[src/rtl/rv_wb_master_bridge.sv]
// rv_wb_master_bridge: turns the RV32I data-port stall handshake into single
// Wishbone B4 classic master cycles. One request in, one bus cycle out, one
// mem_ready pulse back. Bus errors (and timeouts, when enabled) still complete
// the access so the core never hangs.
//
// Build option: define WB_TIMEOUT_EN to add the ack-wait timeout counter.
//
// state | meaning
// ------+--------------------------------------------------------------
// IDLE  | no access in flight; mem_req sampled here only
// BUS   | Wishbone cycle open, request fields held stable on wb_*_o
// RESP  | mem_ready pulse to the core, mem_rdata valid
module rv_wb_master_bridge #(
  parameter logic [31:0] ERR_RDATA      = 32'hDEAD_BEEF,
  parameter int unsigned TIMEOUT_CYCLES = 255
) (
  input  logic        clk,
  input  logic        rst,
  input  logic        mem_req,
  input  logic        mem_we,
  input  logic [31:0] mem_addr,
  input  logic [31:0] mem_wdata,
  input  logic [3:0]  mem_be,
  output logic        mem_ready,
  output logic [31:0] mem_rdata,
  output logic        wb_cyc_o,
  output logic        wb_stb_o,
  output logic        wb_we_o,
  output logic [31:0] wb_adr_o,
  output logic [31:0] wb_dat_o,
  output logic [3:0]  wb_sel_o,
  input  logic [31:0] wb_dat_i,
  input  logic        wb_ack_i,
  input  logic        wb_err_i,
  output logic        bus_err
);

  typedef enum logic [1:0] {
    IDLE = 2'd0,
    BUS  = 2'd1,
    RESP = 2'd2
  } state_t;

  state_t state_q, state_d;
  logic   accept;
  logic   done;
  logic   fail;
  logic   tmo_hit;

  // The counter is 16 bits wide, so larger limits cannot be honoured.
  if (TIMEOUT_CYCLES < 1 || TIMEOUT_CYCLES > 65535) begin : g_bad_timeout
    $error("TIMEOUT_CYCLES must be in 1..65535");
  end

  // The byte offset within the word never reaches the bus; lanes come via mem_be.
  logic unused_addr_lsb;
  assign unused_addr_lsb = ^mem_addr[1:0];

`ifdef WB_TIMEOUT_EN
  logic [15:0] tmo_cnt;

  // Count BUS cycles without a slave response; held at zero outside BUS.
  always_ff @(posedge clk or negedge rst) begin
    if (!rst) begin
      tmo_cnt <= '0;
    end else if (state_q != BUS) begin
      tmo_cnt <= '0;
    end else if (!wb_ack_i && !wb_err_i) begin
      tmo_cnt <= tmo_cnt + 16'd1;
    end
  end

  // Fires during the TIMEOUT_CYCLES-th BUS cycle.
  assign tmo_hit = (state_q == BUS) && (tmo_cnt == 16'(TIMEOUT_CYCLES - 1));
`else
  assign tmo_hit = 1'b0;
`endif

  // State register.
  always_ff @(posedge clk or negedge rst) begin
    if (!rst) begin
      state_q <= IDLE;
    end else begin
      state_q <= state_d;
    end
  end

  // Next-state decode; a real ack on the timeout cycle wins over the timeout.
  always_comb begin
    state_d = state_q;
    accept  = 1'b0;
    done    = 1'b0;
    fail    = 1'b0;
    case (state_q)
      IDLE: begin
        if (mem_req) begin
          accept  = 1'b1;
          state_d = BUS;
        end
      end
      BUS: begin
        fail = wb_err_i || (tmo_hit && !wb_ack_i);
        done = wb_ack_i || fail;
        if (done) begin
          state_d = RESP;
        end
      end
      RESP: begin
        state_d = IDLE;
      end
      default: begin
        state_d = IDLE;
      end
    endcase
  end

  // Bus-side request latch, response capture and sticky error flag.
  always_ff @(posedge clk or negedge rst) begin
    if (!rst) begin
      wb_cyc_o  <= 1'b0;
      wb_stb_o  <= 1'b0;
      wb_we_o   <= 1'b0;
      wb_adr_o  <= '0;
      wb_dat_o  <= '0;
      wb_sel_o  <= '0;
      mem_rdata <= '0;
      bus_err   <= 1'b0;
    end else begin
      if (accept) begin
        wb_cyc_o <= 1'b1;
        wb_stb_o <= 1'b1;
        wb_we_o  <= mem_we;
        wb_adr_o <= {mem_addr[31:2], 2'b00};
        wb_dat_o <= mem_we ? mem_wdata : 32'h0;
        wb_sel_o <= mem_we ? mem_be : 4'hF;
      end
      if (done) begin
        wb_cyc_o <= 1'b0;
        wb_stb_o <= 1'b0;
        if (fail) begin
          mem_rdata <= ERR_RDATA;
          bus_err   <= 1'b1;
        end else begin
          mem_rdata <= wb_we_o ? 32'h0 : wb_dat_i;
        end
      end
    end
  end

  assign mem_ready = (state_q == RESP);

endmodule

[config.mk]
export PLATFORM = sky130hd
export DESIGN_NAME = rv_wb_master_bridge
export DESIGN_NICKNAME = d
export VERILOG_FILES = /design/src/rtl/rv_wb_master_bridge.sv
export SDC_FILE = /design/constraint.sdc
export NUM_CORES = 1
export LEC_CHECK = 0
export BUFFER_PORTS_ARGS = -buffer_cell sky130_fd_sc_hd__buf_2
export CORE_AREA = 2 2 172 90
export CTS_BUF_LIST = sky130_fd_sc_hd__clkbuf_4 sky130_fd_sc_hd__clkbuf_8
export DETAILED_ROUTE_END_ITERATION = 12
export DIE_AREA = 0 0 174 92
export GPL_TIMING_DRIVEN = 0
export HOLD_SLACK_MARGIN = 0.08
export MAX_ROUTING_LAYER = met4
export PLACE_DENSITY_LB_ADDON = 0.15
export SLEW_MARGIN = 5
export SYNTH_ARGS = -nofsm -noshare
export SYNTH_HDL_FRONTEND = slang
export SYNTH_SLANG_ARGS = --single-unit
[constraint.sdc]
create_clock -name clk -period 4.52 [get_ports clk]
set_input_delay 0 -clock clk [delete_from_list [all_inputs] [get_ports clk]]
set_output_delay 0 -clock clk [all_outputs]
set_load 0.03 [all_outputs]
==> impl_metrics.env, run 1 <==
export IMPL_mappedNetlistArea_um2=4260
export IMPL_die_x_um=174
export IMPL_hold_path_class="in -> reg"
export IMPL_routed_wirelength_um=12800
export IMPL_cts_max_level=3
export IMPL_yosysTopAreaCellShare=0.605
export IMPL_ant_nets=0
export IMPL_setup_viol=0
export IMPL_io_buffers=204
export IMPL_grt_pass1_wl_um=20300
export IMPL_synth_seq_cells=103
export IMPL_drt_iter0_markers=157
export IMPL_gp_congestion=0.778
export IMPL_numClockSinks=103
export IMPL_setup_ws_ns=2.55
export IMPL_cts_buffers=9
export IMPL_layout_min_cycle_time_ns=1.97
export IMPL_grt_usage=0.166
export IMPL_drcViolationCount=0
export IMPL_run_status="finished clean"
export IMPL_antennaDiodeCount=0
export IMPL_coreArea_um2=14700
export IMPL_grt_pass1_vias=3934
export IMPL_slew_headroom=0.558
export IMPL_fillerInstances=1457
export IMPL_vdd_drop_max_mv=0.184
export IMPL_critPathArrivalTime_ns=2.25
export IMPL_area_growth_pct=60.5
export IMPL_place_area_um2=5570
export IMPL_rsz0062_at_grt="no"
export IMPL_die_area_um2=16000
export IMPL_num_vias=3813
export IMPL_seq_area_frac_synth=0.605
export IMPL_vias_per_cell=4.19
export IMPL_synth_cell_types=19
export IMPL_p_int_mw=2.01
export IMPL_end_kind="flop"
export IMPL_tightest_slew_ns=0.661
export IMPL_finClkSkew_ns=0.0111
export IMPL_start_util=0.289
export IMPL_pwr_share_seq=0.388
export IMPL_powerDensity_nw_per_um2=513
export IMPL_hold_violations=0
export IMPL_rows=32
export IMPL_io_pins=211
export IMPL_swShare=0.426
export IMPL_cts_buffer_depth=2
export IMPL_antenna_found_initial=0
export IMPL_post_cts_setup_buffers=0
export IMPL_synth_area_per_cell_um2=11.2
export IMPL_p_clk_frac=0.167
export IMPL_wire_per_inst_um=14.0
export IMPL_grt_max_degree=59
export IMPL_dp_hpwl_um=8880
export IMPL_combPwrFrac=0.444
export IMPL_tns_ns=0
export IMPL_ys_warn_count=0
export IMPL_grt_overflow=0
export IMPL_crit_path_start_kind="flop"
export IMPL_worstSetupPathType="reg -> reg"
export IMPL_leakagePower_nw=3.49
export IMPL_drive_gt1_frac=0.375
export IMPL_dp_slack_ns=2.68
export IMPL_synth_top_area_cell="dfrtp_1"
export IMPL_fin_crit_sh=0.437
export IMPL_synthTopCellsByArea="dfrtp_1, mux2i_1, nand2_1"
export IMPL_insertion_delay_ns=0.36
export IMPL_postSynthCellCount=379
export IMPL_dr_pass1_iters=4
export IMPL_ctsRootBufferMaster="clkbuf_8"
export IMPL_final_area_um2=6840
export IMPL_cp_max_fo=10
export IMPL_maxSlewViolCount=0
export IMPL_clk_pin_slew_ns=0.09
export IMPL_cap_violations=0
export IMPL_final_nets=809
export IMPL_power_switching_mw=1.49
export IMPL_cp_required_ns=4.80
export IMPL_die_y_um=92
export IMPL_cts_tree="done"
export IMPL_fmax_ghz=0.507
-- layout by cell type (no fill, tap or decap), types with 2 or more instances in the layout --
master,n
buf_2,209
dlygate4sd3_1,107
dfrtp_1,103
nand2_1,76
o21ai_0,37
inv_1,35
mux2i_1,33
a21oi_1,24
mux2_4,17
clkbuf_1,14
mux2_2,14
clkbuf_8,9
buf_4,5
nor2_1,4
nor2b_1,4
buf_6,3
conb_1,2
clkinv_4,2
clkbuf_4,2
-- Yosys cell counts --
master and n:
clkbuf_1 14, buf_6 3, or3b_1 1, o21ai_0 37
a21oi_1 24, buf_2 6, buf_1 1, dfrtp_1 103
inv_1 35, buf_4 4, nand2_1 76, nor2_1 4
nor2b_1 4, a31o_2 1, mux2_4 17, nor3b_1 1
conb_1 1, mux2_2 14, mux2i_1 33
-- state kept, by name, summed over array words and instances (netlist names) --
register and count:
bus_err 1, wb_adr_o 30, wb_dat_o 32, wb_we_o 1, wb_sel_o 4, mem_rdata 32, state_q 2, wb_stb_o 1
-- per-layer routing --
metal,share of wire,track usage,vias to the layer above
li1,-,-,1867
met1,0.49,0.229,1793
met2,0.43,0.244,141
met3,0.069,0.0502,12
met4,0.0056,0.0301,0
met5,0,-,-
-- stage by stage --
| stage | power [mW] | utilization | std cells | hold slack (ns) |
|---|---|---|---|---|
| finish | 3.51 | 0.464 | 911 | 0.102 |
| global route | 3.72 | 0.464 | 911 | 0.130 |
| CTS | 3.55 | 0.464 | 911 | 0.0845 |
| detailed placement | 2.86 | 0.378 | 789 | 0.0514 |
| global placement | 2.83 | 0.376 | 788 | 0.232 |
| floorplan | 2.36 | - | 380 | -0.296 |
-- worst paths after layout --
| kind | to | slack (ns) | cells past startpoint | start |
|---|---|---|---|---|
| max | mem_rdata[21] | 2.55 | 5 | wb_we_o |
| min | wb_dat_o[0] | 0.10 | 3 | mem_we |
| max reg2reg | mem_rdata[21] | 2.55 | 5 | wb_we_o |
| min reg2reg | bus_err | 0.47 | 1 | bus_err |
| max in group asynchronous | wb_adr_o[29] | 3.63 | 3 | rst |
| min in group asynchronous | mem_rdata[24] | 0.18 | 2 | rst |
-- worst max-delay path: stages (launching register included) --
cell	delay (ns)
dfrtp_1	0.42
inv_1	0.20
clkbuf_1	0.44
a21oi_1	0.12
dlygate4sd3_1	0.58
mux2i_1	0.14
-- power by group through the flow --
| stage | logic [mW] | clock network (mW) | registers, mW |
|---|---|---|---|
| floorplan | 0.414 | 0 | 1.95 |
| global placement | 1.47 | 0 | 1.36 |
| detailed placement | 1.49 | 0 | 1.37 |
| CTS | 1.57 | 0.624 | 1.36 |
| global route | 1.67 | 0.658 | 1.40 |
| finish | 1.56 | 0.587 | 1.36 |
-- timing repair --
item	4_1_cts	5_1_grt
hold buffers	107	0
hold endpoints to repair	144	0
gates resized for setup	0	0
-- cells by family after synthesis --
family | count (synthesis) | synth area share
DFF | 103 | 0.605
and+or+nand+nor | 86 | 0.0802
muxes | 64 | 0.174
buffers and inverters | 63 | 0.0661
AOI/OAI and AO/OA | 62 | 0.0737
other | 1 | 0.000880
-- area by class of cell --
| cell class | instances | area [um2] | share of cell area |
|---|---|---|---|
| repair buffers | 312 | 2120 | 0.310 |
| inverters | 35 | 131 | 0.0192 |
| clock buffers | 11 | 139 | 0.0203 |
| multi-input cells | 214 | 1410 | 0.206 |
| flip-flops and latches | 103 | 2580 | 0.377 |
| well taps | 204 | 255 | 0.0373 |
| plain buffers | 28 | 150 | 0.0220 |
| clock inverters | 4 | 56.3 | 0.00823 |
Note: power is estimated with default switching activity, not from simulation.
==> inputs of run 2 (changes only) <==
==> constraint.sdc (replaced) <==
create_clock -name clk -period 1.7 [get_ports clk]
set_input_delay 0 -clock clk [delete_from_list [all_inputs] [get_ports clk]]
set_output_delay 0 -clock clk [all_outputs]
set_load 0.03 [all_outputs]
==> run 2 against run 1 <==
Effect of this change:
- critical path depth unchanged
- non-clock buffer count up 2
- clock skew up 0.0012 ns
- via count up 0.94%
- final area up 0.55%
- register-to-register slack worse by 2.5 ns
- die area unchanged
- hold slack worse by 0.0042 ns
- first-iteration DRC count down 6.4%
- cell count up 0.22%
- worst setup slack worse by 2.5 ns
- total power rose to 2.7 times the previous value
- highest routed layer unchanged
==> impl_metrics.env, run 2 (same netlist as run 1, synthesis figures left out) <==
export IMPL_reg_largest_list="mem_rdata: 32 flops, wb_dat_o: 32 flops, wb_adr_o: 30 flops"
export IMPL_cp_num_buf_inv=3
export IMPL_drt_iter0_markers=147
export IMPL_grt_overflow=0
export IMPL_worstSetupPathType="reg -> reg"
export IMPL_fin_crit_sh=0.978
export IMPL_grt_pass1_wl_um=20400
export IMPL_path_cells="or3b_1 -> buf_6 -> buf_6 -> buf_6 -> mux2_4"
export IMPL_io_pins=211
export IMPL_cp_required_ns=1.95
export IMPL_routed_wirelength_um=12800
export IMPL_numClockSinks=103
export IMPL_drive_gt1_frac=0.382
export IMPL_setup_viol=0
export IMPL_place_area_um2=5570
export IMPL_fin_util=0.467
export IMPL_ctsRootBufferMaster="clkbuf_8"
export IMPL_combPwrFrac=0.447
export IMPL_grt_pass1_vias=3950
export IMPL_cts_buffers=9
export IMPL_cap_violations=0
export IMPL_run_status="finished clean"
export IMPL_rr_startpoint="state_q[1]"
export IMPL_final_area_um2=6880
export IMPL_layout_min_cycle_time_ns=1.66
export IMPL_critPathMaxStageDelay_ns=0.40
export IMPL_cts_tree="done"
export IMPL_hold_violations=0
export IMPL_grt_max_degree=59
export IMPL_io_buffers=204
export IMPL_setup_ws_ns=0.0369
export IMPL_fmax_ghz=0.601
export IMPL_insertion_delay_ns=0.37
export IMPL_swShare=0.425
export IMPL_power_switching_mw=3.97
export IMPL_ant_nets=0
export IMPL_powerDensity_nw_per_um2=1360
export IMPL_area_growth_pct=61.3
export IMPL_num_vias=3849
export IMPL_cts_buffer_depth=2
export IMPL_final_nets=811
export IMPL_gp_congestion=0.778
export IMPL_antenna_found_initial=0
export IMPL_critPathArrivalTime_ns=1.91
export IMPL_clk_pin_slew_ns=0.09
export IMPL_crit_path_top_delay_cell="or3b_1"
export IMPL_leakagePower_nw=3.51
export IMPL_vdd_drop_max_mv=0.493
export IMPL_maxSlewViolCount=0
export IMPL_vias_per_cell=4.22
export IMPL_wire_per_inst_um=14.0
export IMPL_hold_start="mem_we"
export IMPL_pwr_share_seq=0.387
export IMPL_p_clk_frac=0.167
export IMPL_finClkSkew_ns=0.0123
export IMPL_crit_top_cell="buf_6"
export IMPL_slew_headroom=0.554
export IMPL_cp_max_fo=10
export IMPL_drcViolationCount=0
export IMPL_rrSetupSlack_ns=0.04
export IMPL_holdPathEnd="wb_dat_o[0]"
export IMPL_dr_pass1_iters=4
export IMPL_die_x_um=174
export IMPL_rsz0062_at_grt="no"
export IMPL_cts_max_level=3
export IMPL_grt_usage=0.167
export IMPL_dp_hpwl_um=8880
export IMPL_rows=32
export IMPL_p_int_mw=5.38
export IMPL_crit_path_start_kind="flop"
export IMPL_dp_slack_ns=-0.138
export IMPL_r2r_cells=5
export IMPL_antennaDiodeCount=0
export IMPL_tightest_slew_ns=0.666
export IMPL_die_area_um2=16000
export IMPL_final_cell_mix="buf_2, dlygate4sd3_1, dfrtp_1"
export IMPL_r2r_end="wb_adr_o[22]"
export IMPL_coreArea_um2=14700
export IMPL_hold_path_class="in -> reg"
export IMPL_end_kind="flop"
export IMPL_worst_path_dominant_cell_family="buffers and inverters"
export IMPL_whs_ns=0.0980
export IMPL_final_common_cell="buf_2"
export IMPL_start_util=0.289
export IMPL_die_y_um=92
export IMPL_holdPathStages=3
[run 2: cell type report]
class / count / area, um2
buffer: 28 / 173
clock buffer: 11 / 139
clock inverter: 4 / 56.3
fill: 1451 / 7860
inverter: 35 / 131
multi-input combinational: 214 / 1410
sequential: 103 / 2580
tap: 204 / 255
timing repair buffer: 314 / 2140
[run 2: how the worst max path moves through the flow]
stage | startpoint | endpoint | cells past startpoint
floorplan | state_q[0] | wb_adr_o[14] | 5
global placement | rst | wb_adr_o[19] | 1
detailed placement | state_q[0] | wb_dat_o[0] | 6
CTS | state_q[0] | wb_adr_o[28] | 5
global route | state_q[0] | wb_adr_o[22] | 5
finish | state_q[1] | wb_adr_o[22] | 5
[run 2: repair_timing]
item,in CTS,in global routing
pin swaps,0,1
endpoints found under the setup margin,53,43
gates cloned,0,0
hold buffers,107,0
resized for setup,5,8
endpoints found under the hold margin,144,0
setup buffers,2,0
[run 2: tightest hold or removal path, stage by stage]
cell,delay (ns)
clkbuf_1,0.22
nand2_1,0.11
o21ai_0,0.08
[run 2: per-stage QoR]
step	std cells	setup TNS, ns	power [mW]
CTS	913	0	9.46
detailed placement	789	-4.05	7.62
floorplan	380	0	6.28
global route	913	0	9.92
finish	913	0	9.35
global placement	788	-58.86	7.54
[run 2: metal layers]
| layer | up-vias | GRT usage | wire length [um] | part of all wire |
|---|---|---|---|---|
| li1 | 1873 | - | - | - |
| met3 | 12 | 0.0502 | 858 | 0.067 |
| met5 | - | - | 0 | 0 |
| met2 | 154 | 0.246 | 5550 | 0.43 |
| met1 | 1810 | 0.229 | 6280 | 0.49 |
| met4 | 0 | 0.0301 | 95 | 0.0074 |
[run 2: power by group through the flow]
stage               registers [mW]  clock network [mW]  logic (mW)
floorplan                     5.18                   0        1.10
detailed placement            3.65                   0        3.97
global route                  3.71                1.75        4.46
finish                        3.62                1.56        4.18
global placement              3.63                   0        3.91
CTS                           3.61                1.66        4.19
==> inputs of run 3 (changes only) <==
--- a/config.mk
+++ b/config.mk
@@ -7,7 +7,6 @@
 export LEC_CHECK = 0
 export BUFFER_PORTS_ARGS = -buffer_cell sky130_fd_sc_hd__buf_2
 export CORE_AREA = 2 2 172 90
-export CTS_BUF_LIST = sky130_fd_sc_hd__clkbuf_4 sky130_fd_sc_hd__clkbuf_8
 export DETAILED_ROUTE_END_ITERATION = 12
 export DIE_AREA = 0 0 174 92
 export GPL_TIMING_DRIVEN = 0
==> run 3 against run 2 <==
Effect of this change:
- global-route usage barely moved
- register-to-register slack barely moved
- fmax rose by 0.37%
- flip-flop and latch count did not move
- clock skew fell by 0.0030 ns
- cell count fell by 0.22%
- critical path type unchanged
- largest cell class unchanged
==> impl_metrics.env, run 3 (same netlist as run 1, synthesis figures left out) <==
export IMPL_vias_per_cell=4.18
export IMPL_path_cells="or3b_1 -> buf_6 -> buf_6 -> buf_6 -> mux2_4"
export IMPL_crit_top_cell="buf_6"
export IMPL_dr_pass1_iters=4
export IMPL_cts_tree="done"
export IMPL_wire_per_inst_um=14.0
export IMPL_top_usage_layer="met2"
export IMPL_crit_path_start_kind="flop"
export IMPL_fillerInstances=1444
export IMPL_cp_required_ns=1.92
export IMPL_rrSetupSlack_ns=0.04
export IMPL_drcViolationCount=0
export IMPL_r2r_cells=5
export IMPL_maxSlewViolCount=0
export IMPL_hold_violations=0
export IMPL_drt_iter0_markers=139
export IMPL_grt_pass1_wl_um=20400
export IMPL_reg_largest_list="mem_rdata: 32 flops, wb_dat_o: 32 flops, wb_adr_o: 30 flops"
export IMPL_numClockSinks=103
export IMPL_slew_headroom=0.547
export IMPL_tightest_slew_ns=0.677
export IMPL_die_x_um=174
export IMPL_multi_input_area_um2=1410
export IMPL_final_nets=809
export IMPL_fmax_ghz=0.604
export IMPL_final_cell_mix="buf_2, dlygate4sd3_1, dfrtp_1"
export IMPL_seq_area_um2=2580
export IMPL_cts_max_level=3
export IMPL_rsz0062_at_grt="no"
export IMPL_crit_start="state_q[1]"
export IMPL_crit_path_top_delay_cell="or3b_1"
export IMPL_r2r_end="wb_adr_o[22]"
export IMPL_num_vias=3806
export IMPL_grtUsageMet2=0.245
export IMPL_critPathArrivalTime_ns=1.88
export IMPL_routed_wirelength_um=12800
export IMPL_critPathMaxStageDelay_ns=0.40
export IMPL_coreArea_um2=14700
export IMPL_io_buffers=204
export IMPL_rr_startpoint="state_q[1]"
export IMPL_leakagePower_nw=3.54
export IMPL_antennaDiodeCount=0
export IMPL_crit_end="wb_adr_o[22]"
export IMPL_finClkSkew_ns=0.00930
export IMPL_run_status="finished clean"
export IMPL_ant_nets=0
export IMPL_cp_max_fo=10
export IMPL_drive_gt1_frac=0.380
export IMPL_die_area_um2=16000
export IMPL_final_area_um2=6950
export IMPL_cap_violations=0
export IMPL_vdd_drop_max_mv=0.566
export IMPL_start_util=0.289
export IMPL_insertion_delay_ns=0.34
export IMPL_grt_max_degree=59
export IMPL_setup_viol=0
export IMPL_grt_pass1_vias=3948
export IMPL_final_common_cell="buf_2"
export IMPL_io_pins=211
export IMPL_grt_use_met1=0.229
export IMPL_powerDensity_nw_per_um2=1420
export IMPL_cts_buffer_depth=2
export IMPL_grt_usage=0.167
export IMPL_cts_buffers=9
export IMPL_whs_ns=0.103
export IMPL_layout_min_cycle_time_ns=1.66
export IMPL_gp_congestion=0.778
export IMPL_dp_hpwl_um=8880
export IMPL_ctsRootBufferMaster="clkbuf_16"
export IMPL_worstSetupPathType="reg -> reg"
export IMPL_met3_usage=0.0502
export IMPL_clk_pin_slew_ns=0.07
export IMPL_antenna_found_initial=0
export IMPL_hold_path_class="in -> reg"
export IMPL_rows=32
export IMPL_die_y_um=92
export IMPL_end_kind="flop"
export IMPL_fin_crit_sh=0.975
export IMPL_grt_overflow=0
export IMPL_area_growth_pct=63.0
export IMPL_place_area_um2=5570
run 3: cell type report:
class / count / share of cell area
flip-flops and latches: 103 / 0.371
clock inverters: 4 / 0.00811
plain buffers: 28 / 0.0245
repair buffers: 312 / 0.305
multi-input cells: 214 / 0.202
well taps: 204 / 0.0367
inverters: 35 / 0.0189
clock buffers: 11 / 0.0335
run 3: per-stage QoR:
step	setup WS, ns	TNS [ns]	cells	util	power, mW
finish	0.0431	0	911	0.471	9.85
global route	0.00259	0	911	0.471	10.4
CTS	0.0121	0	911	0.471	9.94
detailed placement	-0.138	-4.05	789	0.378	7.62
global placement	-0.567	-58.86	788	0.376	7.54
floorplan	0.114	0	380	-	6.28
run 3: how the worst min path moves through the flow:
stage | startpoint | to | slack [ns] | cells after the start
2_1_floorplan | rst | bus_err | -0.30 | 0
3_3_place_gp | mem_addr[10] | wb_adr_o[10] | 0.23 | 2
3_5_place_dp | rst | mem_rdata[24] | 0.05 | 1
4_1_cts | mem_we | wb_dat_o[31] | 0.10 | 3
5_1_grt | mem_we | wb_dat_o[31] | 0.15 | 3
6_report | mem_we | wb_dat_o[31] | 0.10 | 3
run 3: power by group:
part | switching (mW) | leakage (nW) | internal (mW) | total, mW
clock | 0.911 | 0.140 | 1.15 | 2.06
sequential | 0.409 | 1.24 | 3.21 | 3.62
combinational | 2.72 | 2.16 | 1.45 | 4.17
run 3: repair_timing:
| action | in CTS | in global routing |
|---|---|---|
| hold buffers | 105 | 0 |
| endpoints found under the hold margin | 144 | 0 |
| endpoints found under the setup margin | 53 | 38 |
| buffers inserted | 2 | 0 |
| pin swaps | 0 | 1 |
| gates resized for setup | 5 | 7 |
| gates cloned | 0 | 0 |
run 3: critical path: cells and delay by family (launching register included):
family / cells / cell delay, ns
DFF: 1 / 0.37
muxes: 1 / 0.31
buffers and inverters: 3 / 0.46
and+or+nand+nor: 1 / 0.40
run 3: layer usage:
metal / up-vias / routed length (um)
met5: - / 0
met4: 0 / 28
met3: 6 / 817
met2: 135 / 5600
met1: 1800 / 6320
li1: 1865 / -
